### config.mk
export PLATFORM = sky130hd
export DESIGN_NAME = w_mem_read_sequencer
export DESIGN_NICKNAME = d
export VERILOG_FILES = /design/src/rtl/fnn_pkg.sv /design/src/rtl/w_mem_read_sequencer.sv
export SDC_FILE = /design/constraint.sdc
export NUM_CORES = 1
export LEC_CHECK = 0
export ABC_CLOCK_PERIOD_IN_PS = 2550
export BUFFER_PORTS_ARGS = -buffer_cell sky130_fd_sc_hd__buf_2
export CAP_MARGIN = 20
export CORE_UTILIZATION = 41
export DETAILED_ROUTE_END_ITERATION = 6
export PLACE_DENSITY = 0.82
export SLEW_MARGIN = 40
export SYNTH_ARGS = -nofsm -noshare
export SYNTH_HDL_FRONTEND = slang
export SYNTH_SLANG_ARGS = --single-unit
export TNS_END_PERCENT = 5
### constraint.sdc
create_clock -name clk -period 2.55 [get_ports clk]
set_input_delay 0.3825 -clock clk [delete_from_list [all_inputs] [get_ports clk]]
set_output_delay 0.3825 -clock clk [all_outputs]
set_load 0.05 [all_outputs]
### src/rtl/fnn_pkg.sv
// Shared types and constants for the FNN accelerator neuron datapath.
package fnn_pkg;

    typedef enum logic [1:0] {
        IDLE  = 2'd0,
        RUN   = 2'd1,
        DRAIN = 2'd2,
        DONE  = 2'd3
    } seq_state_t;

    localparam int DATA_WIDTH = 16;

endpackage

### src/rtl/w_mem_read_sequencer.sv
// Weight-memory read sequencer for one neuron: walks weight addresses in
// lockstep with the activation stream, aligns each activation with its
// 1-cycle-late weight for the MAC, and lets weight-load writes in only
// while the neuron is idle.
module w_mem_read_sequencer
    import fnn_pkg::*;
#(
    parameter int numWeight    = 10,
    // A single-weight neuron still needs a 1-bit address bus.
    parameter int addressWidth = (numWeight > 1) ? $clog2(numWeight) : 1,
    parameter int dataWidth    = DATA_WIDTH
) (
    input  logic                    clk,
    input  logic                    rst,
    input  logic                    start,
    output logic                    busy,
    output logic                    done,
    input  logic                    x_valid,
    output logic                    x_ready,
    input  logic [dataWidth-1:0]    x_in,
    output logic                    ren,
    output logic [addressWidth-1:0] radd,
    input  logic [dataWidth-1:0]    wout,
    output logic                    mac_clr,
    output logic                    mac_valid,
    output logic [dataWidth-1:0]    mac_x,
    output logic [dataWidth-1:0]    mac_w,
    output logic                    mac_last,
    input  logic                    cfg_wen,
    input  logic [addressWidth-1:0] cfg_wadd,
    input  logic [dataWidth-1:0]    cfg_win,
    output logic                    cfg_ack,
    output logic                    wen,
    output logic [addressWidth-1:0] wadd,
    output logic [dataWidth-1:0]    win
);

    localparam logic [addressWidth-1:0] LAST_IDX = addressWidth'(numWeight - 1);

    seq_state_t              state, state_nxt;
    logic [addressWidth-1:0] cnt, cnt_nxt;
    logic                    fire;
    logic                    clr_nxt;
    logic [dataWidth-1:0]    x_d1;
    logic                    v_d1;
    logic                    last_d1;

    // Next-state, handshake, read-address and write-gate decode.
    always_comb begin
        state_nxt = state;
        cnt_nxt   = cnt;
        x_ready   = 1'b0;
        fire      = 1'b0;
        ren       = 1'b0;
        radd      = '0;
        clr_nxt   = 1'b0;
        wen       = 1'b0;
        wadd      = '0;
        win       = '0;
        case (state)
            IDLE: begin
                // A pending write beats start; the requester re-issues start.
                if (cfg_wen) begin
                    wen  = 1'b1;
                    wadd = cfg_wadd;
                    win  = cfg_win;
                end else if (start) begin
                    clr_nxt   = 1'b1;
                    cnt_nxt   = '0;
                    state_nxt = RUN;
                end
            end
            RUN: begin
                x_ready = 1'b1;
                fire    = x_valid;
                if (fire) begin
                    ren  = 1'b1;
                    radd = cnt;
                    if (cnt == LAST_IDX) state_nxt = DRAIN;
                    else                 cnt_nxt   = cnt + addressWidth'(1);
                end
            end
            DRAIN:   state_nxt = DONE;
            DONE:    state_nxt = IDLE;
            default: state_nxt = IDLE;
        endcase
        // Memory write port must be quiet while reset is held.
        if (rst) begin
            wen  = 1'b0;
            wadd = '0;
            win  = '0;
        end
    end

    // State, counter, MAC clear pulse and write acknowledge.
    always_ff @(posedge clk or posedge rst) begin
        if (rst) begin
            state   <= IDLE;
            cnt     <= '0;
            mac_clr <= 1'b0;
            cfg_ack <= 1'b0;
        end else begin
            state   <= state_nxt;
            cnt     <= cnt_nxt;
            mac_clr <= clr_nxt;
            cfg_ack <= wen;
        end
    end

    // Delay the activation one cycle so it lines up with the registered read.
    always_ff @(posedge clk or posedge rst) begin
        if (rst) begin
            x_d1    <= '0;
            v_d1    <= 1'b0;
            last_d1 <= 1'b0;
        end else begin
            v_d1    <= fire;
            last_d1 <= fire && (cnt == LAST_IDX);
            if (fire) x_d1 <= x_in;
        end
    end

    assign busy      = (state != IDLE);
    assign done      = (state == DONE);
    assign mac_valid = v_d1;
    assign mac_x     = x_d1;
    assign mac_w     = wout;
    assign mac_last  = last_d1 && v_d1;

endmodule

==> results of run 1 <==
-- per-stage QoR --
stage	hold slack, ns	utilization, %	area (µm²)
2_1_floorplan	0.4279	-	1463
3_3_place_gp	0.4692	54.19	1837
3_5_place_dp	0.4769	54.19	1837
4_1_cts	0.1116	55.74	1889
5_1_grt	0.1620	55.78	1891
6_report	0.1168	55.78	1891
-- kinds of logic (layout without fill, tap and decap cells) --
logic type	Yosys count	count (layout)	share of synthesized area, %
flip-flops	26	26	44.48
adder cells (fa/ha/maj)	7	7	5.988
buffers and inverters	27	101	11.38
AO/OA/AOI/OAI	9	9	4.363
multiplexers	18	18	14.03
AND/OR/NAND/NOR	49	49	19.76
-- placed cells by master (no fill, tap or decap), types with 2 or more instances in the layout --
cell type,synthesis,final
buf_2,4,89
dfrtp_1,26,26
and2_1,21,21
mux2_1,16,16
ha_1,7,7
nand2_1,5,5
nor2_1,5,5
inv_1,5,5
nand4b_1,4,4
nand3_1,4,4
and3_1,5,4
nor2b_1,3,3
o21ai_0,3,3
clkbuf_4,0,3
buf_4,16,2
-- cell type report --
type,count,share of cell area [%]
sequential,26,34.41
timing repair buffer,91,24.35
clock buffer,3,1.191
clock inverter,1,1.588
tap,46,3.044
multi-input combinational,83,34.22
inverter,6,1.191
-- worst register-to-register path, delay by kind of cell, from the launching register on --
family,cells,cell delay [ns]
buffers and inverters,2,0.38
AO/OA/AOI/OAI,2,0.36
flip-flops,1,0.44
AND/OR/NAND/NOR,1,0.18
adder cells (fa/ha/maj),1,0.48
-- layer usage --
metal | global-route usage (%) | vias to the layer above | wire [µm]
met5 | 0 | - | 0
met4 | 9.841 | 0 | 85
met3 | 2.277 | 14 | 282
met2 | 32.10 | 61 | 1675
met1 | 17.43 | 551 | 1276
li1 | - | 582 | -
-- sequential cells by signal, summed over array words and instances (netlist names) --
signal and count:
cnt 4, mac_x 16, state 2, mac_clr 1, last_d1 1, cfg_ack 1
mac_valid 1
-- timing repair --
| action | in CTS | in global routing |
|---|---|---|
| setup endpoints to repair | 0 | 21 |
| hold buffers | 0 | 0 |
| resized for setup | 0 | 1 |
-- power by group through the flow --
stage | Sequential (mW) | Combinational, mW | Clock, mW
after floorplan | 1.20 | 0.772 | 0
after global placement | 0.704 | 1.51 | 0
after detailed placement | 0.717 | 1.53 | 0
after CTS | 0.706 | 1.53 | 0.290
after global routing | 0.735 | 1.64 | 0.303
final | 0.706 | 1.52 | 0.286
-- worst paths after layout --
path / slack [ns] / cells after the start / to
setup / recovery: 0.21 / 5 / win[8]
hold / removal: 0.12 / 3 / cnt[3]
setup reg to reg: 0.62 / 6 / cnt[3]
max in group asynchronous: 2.19 / 3 / mac_x[1]
min in group clk: 0.25 / 2 / mac_x[3]
hold reg to reg: 0.50 / 1 / mac_x[12]
==> impl_metrics.toml, run 1 <==
[outcome]
outcome = "finished, final reports clean"

[yosys]
synth_flop_cell = "dfrtp_1"
synth_area_um2 = 1463
syn_nets = 200
ys_top_cells_by_count = "26 x dfrtp_1, 21 x and2_1, 16 x buf_4, 16 x mux2_1, 7 x ha_1"
yosys.area.top_type_share_pct = 44.48
syn_inst = 136
ys.warnings.count = 0
yosysUniqueCellTypes = 26
ys_async_sr_fraction_pct = 100.0
synth-edff-count = 0
synth_area_per_cell_um2 = 10.75
yosysSeqAreaShare_pct = 44.48
synth_top_cell_by_area = "dfrtp_1"
ys_seq_elements = 26
synth.area.top_cells = "dfrtp_1 44%, mux2_1 12%, and2_1 9.0%"
synth_most_common_cell = "dfrtp_1"

[grt]
overflow = 0
antenna_found_initial = 0
grtUsageTotal_pct = 16.83
grt_max_degree = 27
grt_pass1_vias = 1011
grt_pass1_wl_mm = 4.533

[placement]
place_ws_ns = 0.4127
dp_cells = 252
port_buffers = 89
place.gp.congestion = 0.7842
hpwl_mm = 2.638

[sta]
tightestPinTransition_ns = 0.4962
fmax_ghz = 0.4270
final-hold-violation-count = 0
finClkSkew_ns = 0.003764
fin_crit_sh_pct = 91.84
setup_viol = 0
drv_slew = 0
rsz0062_at_grt = "no"
max_slew_margin_pct = 66.92
period_minus_slack_ns = 2.342
tns_ns = 0
setup_ws_ns = 0.2081

[power]
report.power.total_mw = 2.511
peakVddDrop_v = 0.0004630
p_int_mw = 1.172
clockPowerShare_pct = 11.4
p_seq_share_pct = 28.1
power_leakage_nw = 1.074
p_comb_share_pct = 60.5
powerDensity_nw_per_um2 = 1328
sw_frac_of_total_pct = 53.33
p_sw_mw = 1.339

[detailed_routing]
viasPerCell = 4.719
avgRoutedWirePerCell_um = 12.97
drc = 0
vias = 1208
routed_wl_mm = 3.320
dr.pass1.iters = 4
drt_iter0_drc = 40
ant_nets = 0

[floorplan]
core-area_um2 = 3390
initial_core_util_pct = 43.15
design.portCount = 122
num_rows = 21
die-area_um2 = 3811
die_w_um = 61.73
die_h_um = 61.73

[clock_tree]
cts_made_buffers = 3
post_cts_buffers = 0
clock_latency_ns = 0.33
clock-sinks = 26
cts_buffer_depth = 2
htreeDepth = 1
cts_tree = "built"
cts.clk_slew.worst_paths_ns = 0.14
root_buffer = "clkbuf_4"

[cells_and_area]
multi_input_area_um2 = 646.9
area_growth_pct = 29.26
post_route_cells_drive_above_1_share_pct = 47.62
diodes = 0
register_area_um2 = 650.6
fillers = 273
nets = 275
fin_cells = 256

[worst_setup_path]
cp-end-kind = "output port"
reg2reg_from = "state[1]"
crit_chain = "inv_1 > ha_1 > and3_2 > and2_1 > buf_2"
path_buf_inv = 2
critPathLaunch = "state[0]"
path_max_fanout = 22
crit_type = "register to output port"
start_kind = "register"
slowest_stage = "dfrtp_1"
worstPathRequired_ns = 2.17
cp_slowest_stage_delay_ns = 0.42
worstPathArrival_ns = 1.96
critical_path.top_delay_family = "simple AND/OR/NAND/NOR gates"

[min_path]
hold_class = "input pin to async pin"

[job]
drv_cap = 0
Note: power is estimated with default switching activity, not from simulation.
==> run 2, diff against run 1 <==
Settings changed: ABC_AREA set to 1, CORE_UTILIZATION 41 to 42, GPL_TIMING_DRIVEN set to 0.
==> run 2 against run 1 <==
Compared with the run above:
- sequential power down 3.7%
- largest cell class is now buffers
- clock skew shrank 0.0024 ns
- global-route usage increased by 3.0 points
- critical path type unchanged
- clock power about the same
- non-clock buffer count grew 35
- first-iteration DRC count increased by 7.5%
- largest power group unchanged
==> impl_metrics.toml, run 2 <==
[outcome]
outcome = "finished, final reports clean"

[grt]
grt_max_degree = 27
antenna_found_initial = 0
grt_pass1_wl_mm = 6.265
grtUsageTotal_pct = 19.87
overflow = 0
grt_pass1_vias = 1505

[clock_tree]
htreeDepth = 1
holdBufCountCts = 0
cts_resized = 0
cts_tree = "built"
clock-sinks = 26
root_buffer = "clkbuf_4"
post_cts_buffers = 0
cts_made_buffers = 3
cts.clk_slew.worst_paths_ns = 0.14
cts_buffer_depth = 2
clock_latency_ns = 0.32

[placement]
place.gp.congestion = 0.7699
hpwl_mm = 3.042
place_ws_ns = 0.6140
port_buffers = 105

[worst_setup_path]
start_kind = "register"
crit_type = "register to output port"
worstPathRequired_ns = 2.17
cp-end-kind = "output port"
path_max_fanout = 10
worstPathArrival_ns = 1.94
r2r_slack_ns = 1.04

[yosys]
synth_area_um2 = 1519
yosysSeqAreaShare_pct = 42.83
ys_top_cells_by_count = "76 x nand2_1, 33 x inv_1, 28 x nor2_1"
yosys.area.top_type_share_pct = 42.83
yosysUniqueCellTypes = 18
synth_most_common_cell = "nand2_1"
synth-edff-count = 0
ys_async_sr_fraction_pct = 100.0
synth.area.top_cells = "dfrtp_1 43%, nand2_1 19%, inv_1 8.2%"
synth_flop_cell = "dfrtp_1"
ys.warnings.count = 0
ys_seq_elements = 26
synth_top_cell_by_area = "dfrtp_1"
syn_inst = 208
synth_area_per_cell_um2 = 7.303
syn_nets = 272

[sta]
max_slew_margin_pct = 64.38
period_minus_slack_ns = 2.322
drv_slew = 0
setup_viol = 0
fmax_ghz = 0.4306
setup_ws_ns = 0.2275
tightestPinTransition_ns = 0.5335
tns_ns = 0
fin_crit_sh_pct = 91.08
finClkSkew_ns = 0.001332
final-hold-violation-count = 0
rsz0062_at_grt = "no"

[cells_and_area]
final_common_cell = "buf_2"
fillers = 312
post_route_cells_drive_above_1_share_pct = 44.48
nets = 382
area_growth_pct = 41.85
largest_reg_flops = 16
mostFrequentLayoutCells = "107 x buf_2, 76 x nand2_1, 32 x inv_1"
final_util_pct = 63.57
diodes = 0

[detailed_routing]
routed_wl_mm = 3.752
vias = 1575
viasPerCell = 4.339
dr.pass1.iters = 4
ant_nets = 0
drc = 0
drt_iter0_drc = 43
avgRoutedWirePerCell_um = 10.34

[power]
p_sw_mw = 1.430
p_comb_share_pct = 62.2
report.power.total_mw = 2.546
powerDensity_nw_per_um2 = 1182
sw_frac_of_total_pct = 56.16
p_seq_share_pct = 26.7
power_leakage_nw = 1.464
peakVddDrop_v = 0.0007137
p_int_mw = 1.116
clockPowerShare_pct = 11.1

[floorplan]
num_rows = 21
die_w_um = 62.14
design.portCount = 122
die_h_um = 62.14
initial_core_util_pct = 44.81
core-area_um2 = 3390
die-area_um2 = 3861

[min_path]
hold_class = "input pin to async pin"

[job]
drv_cap = 0
==> run 2: cell count changes in the layout (fill, tap and decap cells not counted), moves of 4 or more <==
cell / previous run / this run
nand4b_1: 4 / 0
nand2_1: 5 / 76
inv_1: 5 / 32
buf_4: 2 / 16
and2_1: 21 / 0
nor2_1: 5 / 28
mux2_1: 16 / 0
buf_2: 89 / 107
and3_1: 4 / 0
==> run 2: layer usage <==
layer	track usage, %	up-vias	routed length, µm
met5	0	-	0
met4	8.721	0	95
met3	2.022	10	239
met2	39.84	79	1924
met1	20.40	685	1492
li1	-	801	-
==> run 2: path summary, 6_finish.rpt <==
kind	to	cells past startpoint	from
min in group clk	mac_clr	2	cfg_wen
hold reg to reg	mac_x[15]	2	mac_x[15]
setup reg to reg	cnt[2]	8	state[1]
setup / recovery	win[1]	8	state[0]
hold / removal	cfg_ack	2	rst
max in group asynchronous	state[0]	2	rst
==> run 2: cell families after synthesis <==
kind of cell | share of synthesized area, %
AO/OA/AOI/OAI | 0.4944
XOR/XNOR | 0.5767
adder cells (fa/ha/maj) | 5.766
buffers and inverters | 19.77
flip-flops | 42.83
AND/OR/NAND/NOR | 30.56
==> run 2: area by class of cell <==
type                       count  area (µm²)  share of cell area, %
timing repair buffer         105       525.5                  24.39
clock inverter                 1       30.03                  1.394
buffer                        21       163.9                  7.607
tap                           46       57.56                  2.671
clock buffer                   3       22.52                  1.045
sequential                    26       650.6                  30.20
multi-input combinational    125       568.0                  26.36
inverter                      36       136.4                  6.330
==> run 2: power by group through the flow <==
stage          logic (mW)  registers, mW  clock network, mW
2_1_floorplan       0.793           1.12                  0
5_1_grt              1.71          0.702              0.305
3_3_place_gp         1.56          0.679                  0
3_5_place_dp         1.59          0.685                  0
6_report             1.58          0.680              0.283
4_1_cts              1.59          0.679              0.288
==> run 2: critical path, stage by stage (launching register included) <==
cell and delay (ns):
dfrtp_1 0.45, inv_1 0.12, ha_1 0.22, nand2_1 0.12
nor2_2 0.14, inv_2 0.06, buf_6 0.13, nor2_1 0.11
buf_2 0.28
==> run 2: through the flow <==
| stage | cell area [µm²] | cells | hold WS [ns] |
|---|---|---|---|
| CTS | 2155 | 363 | 0.1111 |
| detailed placement | 2102 | 359 | 0.4592 |
| floorplan | 1519 | 208 | 0.4225 |
| global route | 2155 | 363 | 0.1214 |
| global placement | 2102 | 359 | 0.4577 |
| finish | 2155 | 363 | 0.09248 |
